### src/rtl/csa_seq_adder.sv
// Multi-cycle WIDTH-bit adder that walks one shared 5-bit carry-select slice from LSB to MSB.
// Optional subtract mode is built when CSA_SEQ_SUB_EN is defined (adds input i_sub).
module csa_seq_adder #(
    parameter int WIDTH = 20
) (
    input  logic             clk,
    input  logic             rst,
    input  logic             i_valid,
    output logic             o_ready,
    input  logic [WIDTH-1:0] i_add_term1,
    input  logic [WIDTH-1:0] i_add_term2,
    output logic             o_valid,
    input  logic             i_ready,
    output logic [WIDTH-1:0] sum,
    output logic             cout
`ifdef CSA_SEQ_SUB_EN
    ,
    input  logic             i_sub
`endif
);

    localparam int NSLICE = WIDTH / 5;
    localparam int KW     = (NSLICE > 1) ? $clog2(NSLICE) : 1;

    if ((WIDTH % 5) != 0 || WIDTH < 5) begin : g_bad_width
        $error("csa_seq_adder: WIDTH must be a positive multiple of 5");
    end

    // Handshake: a transfer happens on a rising edge where valid and ready are both 1;
    // o_ready/o_valid are pure decodes of the state register and never look at i_valid/i_ready.
    typedef enum logic [1:0] {
        IDLE = 2'd0,
        RUN  = 2'd1,
        DONE = 2'd2
    } state_t;

    state_t          state;
    state_t          state_next;
    logic [KW-1:0]   k;
    logic            carry;
    logic [WIDTH-1:0] a_q;
    logic [WIDTH-1:0] b_q;
    logic [4:0]      a_sl;
    logic [4:0]      b_sl;
    logic [5:0]      s0;
    logic [5:0]      s1;
    logic [5:0]      sel;
    logic            accept;
    logic            last;
    logic            sub_mode;

`ifdef CSA_SEQ_SUB_EN
    assign sub_mode = i_sub;
`else
    assign sub_mode = 1'b0;
`endif

    assign o_ready = (state == IDLE);
    assign o_valid = (state == DONE);
    assign accept  = o_ready && i_valid;
    assign last    = (k == KW'(NSLICE - 1));

    always_comb begin
        state_next = state;
        case (state)
            IDLE:    if (i_valid) state_next = RUN;
            RUN:     if (last) state_next = DONE;
            DONE:    if (i_ready) state_next = IDLE;
            default: state_next = IDLE;
        endcase
    end

    // The shared slice: both carry candidates are formed, the carry register picks one.
    always_comb begin
        a_sl = '0;
        b_sl = '0;
        for (int i = 0; i < NSLICE; i++) begin
            if (k == KW'(i)) begin
                a_sl = a_q[i*5 +: 5];
                b_sl = b_q[i*5 +: 5];
            end
        end
        s0  = {1'b0, a_sl} + {1'b0, b_sl};
        s1  = s0 + 6'd1;
        sel = carry ? s1 : s0;
    end

    always_ff @(posedge clk or posedge rst) begin
        if (rst) begin
            state <= IDLE;
            k     <= '0;
            carry <= 1'b0;
            a_q   <= '0;
            b_q   <= '0;
            sum   <= '0;
            cout  <= 1'b0;
        end else begin
            state <= state_next;
            if (accept) begin
                // Subtraction is A + ~B + 1: invert B here and seed the carry with 1.
                a_q   <= i_add_term1;
                b_q   <= sub_mode ? ~i_add_term2 : i_add_term2;
                carry <= sub_mode;
                k     <= '0;
            end else if (state == RUN) begin
                for (int i = 0; i < NSLICE; i++) begin
                    if (k == KW'(i)) sum[i*5 +: 5] <= sel[4:0];
                end
                carry <= sel[5];
                if (last) begin
                    cout <= sel[5];
                    k    <= '0;
                end else begin
                    k <= k + KW'(1);
                end
            end
        end
    end

endmodule

### config.mk
export PLATFORM = sky130hd
export DESIGN_NAME = csa_seq_adder
export DESIGN_NICKNAME = d
export VERILOG_FILES = /design/src/rtl/csa_seq_adder.sv
export SDC_FILE = /design/constraint.sdc
export NUM_CORES = 1
export LEC_CHECK = 0
export CAP_MARGIN = 20
export CORE_MARGIN = 2
export CORE_UTILIZATION = 45
export DETAILED_ROUTE_END_ITERATION = 12
export DONT_BUFFER_PORTS = 1
export PLACE_DENSITY = 0.56
export SYNTH_ARGS = -nofsm -noshare
export SYNTH_HDL_FRONTEND = slang
export SYNTH_SLANG_ARGS = --single-unit
### constraint.sdc
create_clock -name clk -period 3.55 [get_ports clk]
set_input_delay 0.355 -clock clk [delete_from_list [all_inputs] [get_ports clk]]
set_output_delay 0.355 -clock clk [all_outputs]
set_load 0.005 [all_outputs]
==> flow_metrics.env, run 1 <==
export IMPL_met1_usage_pct=23.0
export IMPL_crit_slowest_cell="fa_1"
export IMPL_tightestPinTransition_ps=952
export IMPL_p_int_mw=2.38
export IMPL_portBuffers=0
export IMPL_cp_data_required_time_ps=3760
export IMPL_drt_initial_drc_count=76
export IMPL_worst_setup_path_type="register to register"
export IMPL_maxCapViolCount=0
export IMPL_vias_per_cell=5.39
export IMPL_clk_pin_slew_ps=70
export IMPL_syn_nets=331
export IMPL_synth_cells=276
export IMPL_relSlewSlack_pct=36.6
export IMPL_period_needed_ps=3220
export IMPL_avgRoutedWirePerCell_um=16.5
export IMPL_ant_nets=0
export IMPL_dieHeight_um=87.1
export IMPL_ys_seq_elements=66
export IMPL_netlist_top_cell_by_area="dfrtp_1"
export IMPL_die_w_um=87.1
export IMPL_initial_utilization_pct=46.2
export IMPL_cts_tree="built"
export IMPL_power_mw=4.00
export IMPL_syn_avg_cell_area_um2=11.2
export IMPL_syn_to_final_growth_pct=10.6
export IMPL_ys_seq_area_share_pct=53.2
export IMPL_arrival_ps=3430
export IMPL_vias=1971
export IMPL_ctsRootBufferMaster="clkbuf_8"
export IMPL_cts_buffers=9
export IMPL_drc=0
export IMPL_io_pins=67
export IMPL_die_area_mm2=0.00758
export IMPL_ir_worst_vdd_v=0.000377
export IMPL_fin_crit_sh_pct=90.7
export IMPL_synth_top_area_share_pct=53.2
export IMPL_skew_ps=7.09
export IMPL_synth_top_flop_cell="dfrtp_1"
export IMPL_worstSkewPairLatency_ps=340
export IMPL_ys_types=37
export IMPL_drive_above_1_share_pct=23.4
export IMPL_grt_pass1_wl_um=10200
export IMPL_diodes=0
export IMPL_synth_warnings=0
export IMPL_synth_edf_count=0
export IMPL_crit_path_frequent_cell="ha_1"
export IMPL_outcome="complete, no violations"
export IMPL_core_mm2=0.00672
export IMPL_wl_um=6030
export IMPL_syn_cell_area_mm2=0.00310
export IMPL_synth_area_top_cells="dfrtp_1, mux2_2, nand2_1"
export IMPL_numClockSinks=66
export IMPL_async_reset_ff_share_pct=100
export IMPL_utilization_pct=51.1
export IMPL_fmax_mhz=310
export IMPL_p_clk_share_pct=15.8
export IMPL_crit_fanout=7
export IMPL_swShare_pct=40.3
export IMPL_hold_viol=0
export IMPL_ys_top_cells_by_count="dfrtp_1, nand2_1, mux2_2, o21ai_0, a21oi_1"
export IMPL_grt_usage_pct=17.7
export IMPL_busiest_layer="met2"
export IMPL_grtUsageMet2_pct=26.9
export IMPL_drtPass1Iterations=4
export IMPL_critPathLaunchType="register"
export IMPL_slew_violations=0
export IMPL_antenna_found_initial=0
export IMPL_hpwl_um=4380
export IMPL_gr_usage_met3_pct=6.82
export IMPL_seq_power_share_pct=34.1
export IMPL_p_sw_mw=1.61
export IMPL_crit_chain="inv_1 -> ha_1 -> and2b_1 -> a22oi_1 -> nor2_1 -> a21oi_1 -> o21ai_0 -> ha_1 -> fa_1 -> ha_1 -> nand2_1 -> nor2_1 -> o211a_1 -> xnor2_2 -> o21ai_0"
export IMPL_p_per_area_mw_per_mm2=1160
export IMPL_hp_class="input port to register"
export IMPL_post_synth_top_count_cell="dfrtp_1"
export IMPL_grt_max_degree=49
export IMPL_critPathMaxStageDelay_ps=540
export IMPL_num_nets_final=336
export IMPL_cts_max_level=3
export IMPL_setup_violations=0
export IMPL_cts_buffer_depth=2
export IMPL_globalplace_congestion=0.723
export IMPL_p_leak_nw=1.49
export IMPL_first_global_vias=2099
export IMPL_grt_overflow=0
export IMPL_core_rowCount=30
export IMPL_end_kind="register"
export IMPL_pwr_share_comb_pct=50.0
==> cells by family after synthesis <==
logic type               count (synthesis)  synth area share, %
multiplexers                            41                 14.8
flip-flops                              66                 53.2
adder cells (fa/ha/maj)                 11                 4.68
AO/OA/AOI/OAI                           69                 13.8
buffers and inverters                   17                 2.30
XOR/XNOR                                 6                 1.93
AND/OR/NAND/NOR                         66                 9.27
==> placed cells by master (no fill, tap or decap), types with 3 or more instances in the layout <==
master	Yosys	final
dfrtp_1	66	66
xnor2_2	1	3
xnor2_1	5	3
clkbuf_1	7	3
a21oi_1	17	17
ha_1	10	9
a22oi_1	5	5
buf_4	0	5
mux2_2	37	37
mux2_1	3	3
inv_1	4	3
nand3b_1	5	5
clkbuf_8	0	11
nor2_1	9	9
nand2_1	43	43
o21ai_0	31	31
==> power groups by stage <==
stage / logic, mW / registers (mW) / clock network, mW
6_report: 2.00 / 1.36 / 0.633
5_1_grt: 2.31 / 1.41 / 0.681
4_1_cts: 1.97 / 1.37 / 0.647
3_5_place_dp: 1.96 / 1.39 / 0
3_3_place_gp: 1.92 / 1.38 / 0
2_1_floorplan: 1.61 / 1.30 / 0
==> path summary, 6_finish.rpt <==
check | from | end | slack [ps] | depth (start not counted)
max | k[1] | sum[9] | 330 | 15
min | i_ready | state[1] | 130 | 1
max reg2reg | k[1] | sum[9] | 330 | 15
min reg2reg | a_q[10] | a_q[10] | 500 | 1
max in group asynchronous | rst | b_q[16] | 2380 | 4
min in group asynchronous | rst | sum[5] | 460 | 2
==> per-stage QoR <==
step / TNS [ps] / hold slack, ps / instance area, um2 / instances / setup WS (ps)
5_1_grt: -2.13 / 120 / 3430 / 366 / -2.13
4_1_cts: 0 / 119 / 3380 / 364 / 150
2_1_floorplan: 0 / 458 / 3100 / 276 / 556
3_3_place_gp: 0 / 476 / 3190 / 348 / 268
3_5_place_dp: 0 / 478 / 3190 / 348 / 169
6_report: 0 / 127 / 3430 / 366 / 328
==> registers in the layout (all words and copies together) (netlist names) <==
register  count
a_q          20
carry         1
sum          20
state         2
cout          1
b_q          20
k             2
==> per-layer routing <==
metal  vias up  routed length (um)
met2        53                2800
met3        13                 409
met5         -                   0
met1       922                2720
met4         0                  97
li1        983                   -
==> worst max-delay path: cells and delay by family (launching register included) <==
| kind | cells | cell delay (ps) |
|---|---|---|
| AO/OA/AOI/OAI | 5 | 690 |
| flip-flops | 1 | 410 |
| AND/OR/NAND/NOR | 4 | 510 |
| buffers and inverters | 1 | 90 |
| XOR/XNOR | 1 | 140 |
| adder cells (fa/ha/maj) | 4 | 1240 |
==> final cells by class <==
type | count | area, um2
clock buffer | 14 | 163
clock inverter | 2 | 35.0
fill | 620 | 3290
inverter | 4 | 15.0
multi-input combinational | 193 | 1400
sequential | 66 | 1650
tap | 80 | 100
timing repair buffer | 7 | 67.6
==> timing repair <==
item,4_1_cts,5_1_grt
hold buffers,0,1
endpoints found under the hold margin,0,17
resized for setup,0,3
buffers inserted,0,0
setup endpoints to repair,0,8
No activity file was read; power rests on OpenSTA's default activity.
==> run 2: changes to the inputs <==
Settings changed: CORE_UTILIZATION 45 to 63, PLACE_DENSITY 0.56 to 0.75.
Clock period 3.55 ns to 3.7 ns, I/O delays scaled along.
==> run 2 against run 1 <==
Net effect:
- the flow now finishes with violations (negative hold slack)
- combinational power is 7% lower
- design area is 2.6% lower
- wire length is 7.8% lower
- count of clock-buffer cells in the layout is 3 lower
- worst setup slack better by 79 ps
- clock power is 18% lower
- critical endpoint unchanged
- highest routed layer unchanged
==> flow_metrics.env, run 2 (synthesis gave the netlist of run 1 again) <==
export IMPL_crit_chain="inv_1 -> ha_1 -> and2b_1 -> a22oi_1 -> nor2_1 -> a21oi_1 -> o21ai_0 -> ha_1 -> fa_1 -> ha_1 -> nand2_1 -> nor2_1 -> o211a_1 -> xnor2_1 -> o21ai_0"
export IMPL_cts_resized=0
export IMPL_cts_buffer_depth=2
export IMPL_power_mw=3.68
export IMPL_drt_initial_drc_count=105
export IMPL_crit_fanout=9
export IMPL_fin_crit_sh_pct=89.0
export IMPL_worst_setup_path_type="register to register"
export IMPL_hpwl_um=4100
export IMPL_cts_setup_buffers=0
export IMPL_maxCapViolCount=0
export IMPL_hold_buffers=0
export IMPL_initial_utilization_pct=65.7
export IMPL_syn_to_final_growth_pct=7.66
export IMPL_crit_family="adder cells"
export IMPL_outcome="complete, but fails checks"
export IMPL_fin_cells=351
export IMPL_reg_top3="a_q: 20 flops, b_q: 20 flops, sum: 20 flops"
export IMPL_drc=0
export IMPL_tightestPinTransition_ps=908
export IMPL_grt_max_degree=42
export IMPL_critPathLaunchType="register"
export IMPL_ctsRootBufferMaster="clkbuf_8"
export IMPL_wl_um=5560
export IMPL_num_nets_final=334
export IMPL_fmax_mhz=304
export IMPL_grt_pass1_wl_um=9340
export IMPL_arrival_ps=3500
export IMPL_worstSkewPairLatency_ps=330
export IMPL_numClockSinks=66
export IMPL_final_setup_tns_ps=0
export IMPL_diodes=0
export IMPL_utilization_pct=70.8
export IMPL_critPathMaxStageDelay_ps=480
export IMPL_slew_violations=0
export IMPL_final_common_cell="dfrtp_1"
export IMPL_end_kind="register"
export IMPL_ir_worst_vdd_v=0.000610
export IMPL_violations="negative hold slack"
export IMPL_final_cell_mix="dfrtp_1, nand2_1, mux2_2"
export IMPL_antenna_found_initial=0
export IMPL_relSlewSlack_pct=39.5
export IMPL_skew_ps=4.68
export IMPL_ant_nets=0
export IMPL_drive_above_1_share_pct=22.9
export IMPL_die_w_um=74.2
export IMPL_grt_usage_pct=22.9
export IMPL_crit_path_frequent_cell="ha_1"
export IMPL_die_area_mm2=0.00550
export IMPL_cts_max_level=3
export IMPL_crit_slowest_cell="fa_1"
export IMPL_clk_pin_slew_ps=70
export IMPL_path_buf_inv=1
export IMPL_dieHeight_um=74.2
export IMPL_post_place_cells=335
export IMPL_vias=2000
export IMPL_vias_per_cell=5.70
export IMPL_portBuffers=0
export IMPL_grt_overflow=0
export IMPL_period_needed_ps=3290
export IMPL_grt_setup_unrepaired="no"
export IMPL_hold_viol=19
export IMPL_drtPass1Iterations=4
export IMPL_hp_class="input port to async pin"
export IMPL_p_leak_nw=1.46
export IMPL_first_global_vias=1912
export IMPL_cts_buffers=9
export IMPL_cp_data_required_time_ps=3900
export IMPL_hold_ws_ps=-8.38
export IMPL_cts_tree="built"
export IMPL_core_rowCount=25
export IMPL_setup_violations=0
export IMPL_io_pins=67
export IMPL_avgRoutedWirePerCell_um=15.8
export IMPL_p_per_area_mw_per_mm2=1100
export IMPL_core_mm2=0.00472
export IMPL_globalplace_congestion=0.867
==> run 2: changes by cell type in the layout (fill, tap and decap cells not counted) <==
cell	delta
dlygate4sd3_1	-1
xnor2_1	+2
bufinv_16	-1
xnor2_2	-2
ha_2	-1
buf_12	-1
clkbuf_1	-2
clkbuf_8	-1
clkinvlp_4	+2
ha_1	+1
clkinv_2	+2
==> run 2: final timing paths <==
path / start / endpoint / slack [ps] / depth (start not counted)
setup / recovery: k[1] / sum[9] / 410 / 15
hold / removal: rst / sum[1] / -8 / 1
setup reg to reg: k[1] / sum[9] / 410 / 15
hold reg to reg: a_q[12] / a_q[12] / 490 / 1
max in group asynchronous: rst / k[0] / 2810 / 2
min in group clk: i_ready / state[1] / 160 / 1
==> run 2: final cells by class <==
class / instances / area (um2)
flip-flops and latches: 66 / 1650
multi-input cells: 193 / 1380
fillers: 357 / 1380
clock buffers: 11 / 141
well taps: 67 / 83.8
repair buffers: 5 / 37.5
clock inverters: 5 / 30.0
inverters: 4 / 15.0
==> run 2: metal layers <==
| metal | vias up | part of all wire [%] | global-route usage, % |
|---|---|---|---|
| li1 | 978 | - | - |
| met1 | 965 | 45 | 32.0 |
| met2 | 49 | 47 | 33.5 |
| met3 | 8 | 6.3 | 6.50 |
| met4 | 0 | 1.5 | 10.3 |
| met5 | - | 0 | 0 |
==> run 2: report_power, final <==
group          leakage (nW)  total (mW)  internal [mW]  switching [mW]
sequential            0.802        1.30           1.08           0.224
combinational         0.570        1.86          0.823            1.04
clock                0.0851       0.520          0.258           0.263
==> run 2: metrics by stage <==
stage	hold slack [ps]	instance area (um2)	setup WS [ps]
after global placement	358	3170	534
final	-8.38	3340	408
after floorplan	458	3100	706
after CTS	9.59	3340	405
after global routing	35.0	3340	140
after detailed placement	363	3170	420
==> run 3: changes to the inputs <==
Settings changed: SLEW_MARGIN from default to 5.
==> results of run 3 <==
No change in the layout: final DEF, timing and power equal those of run 2.
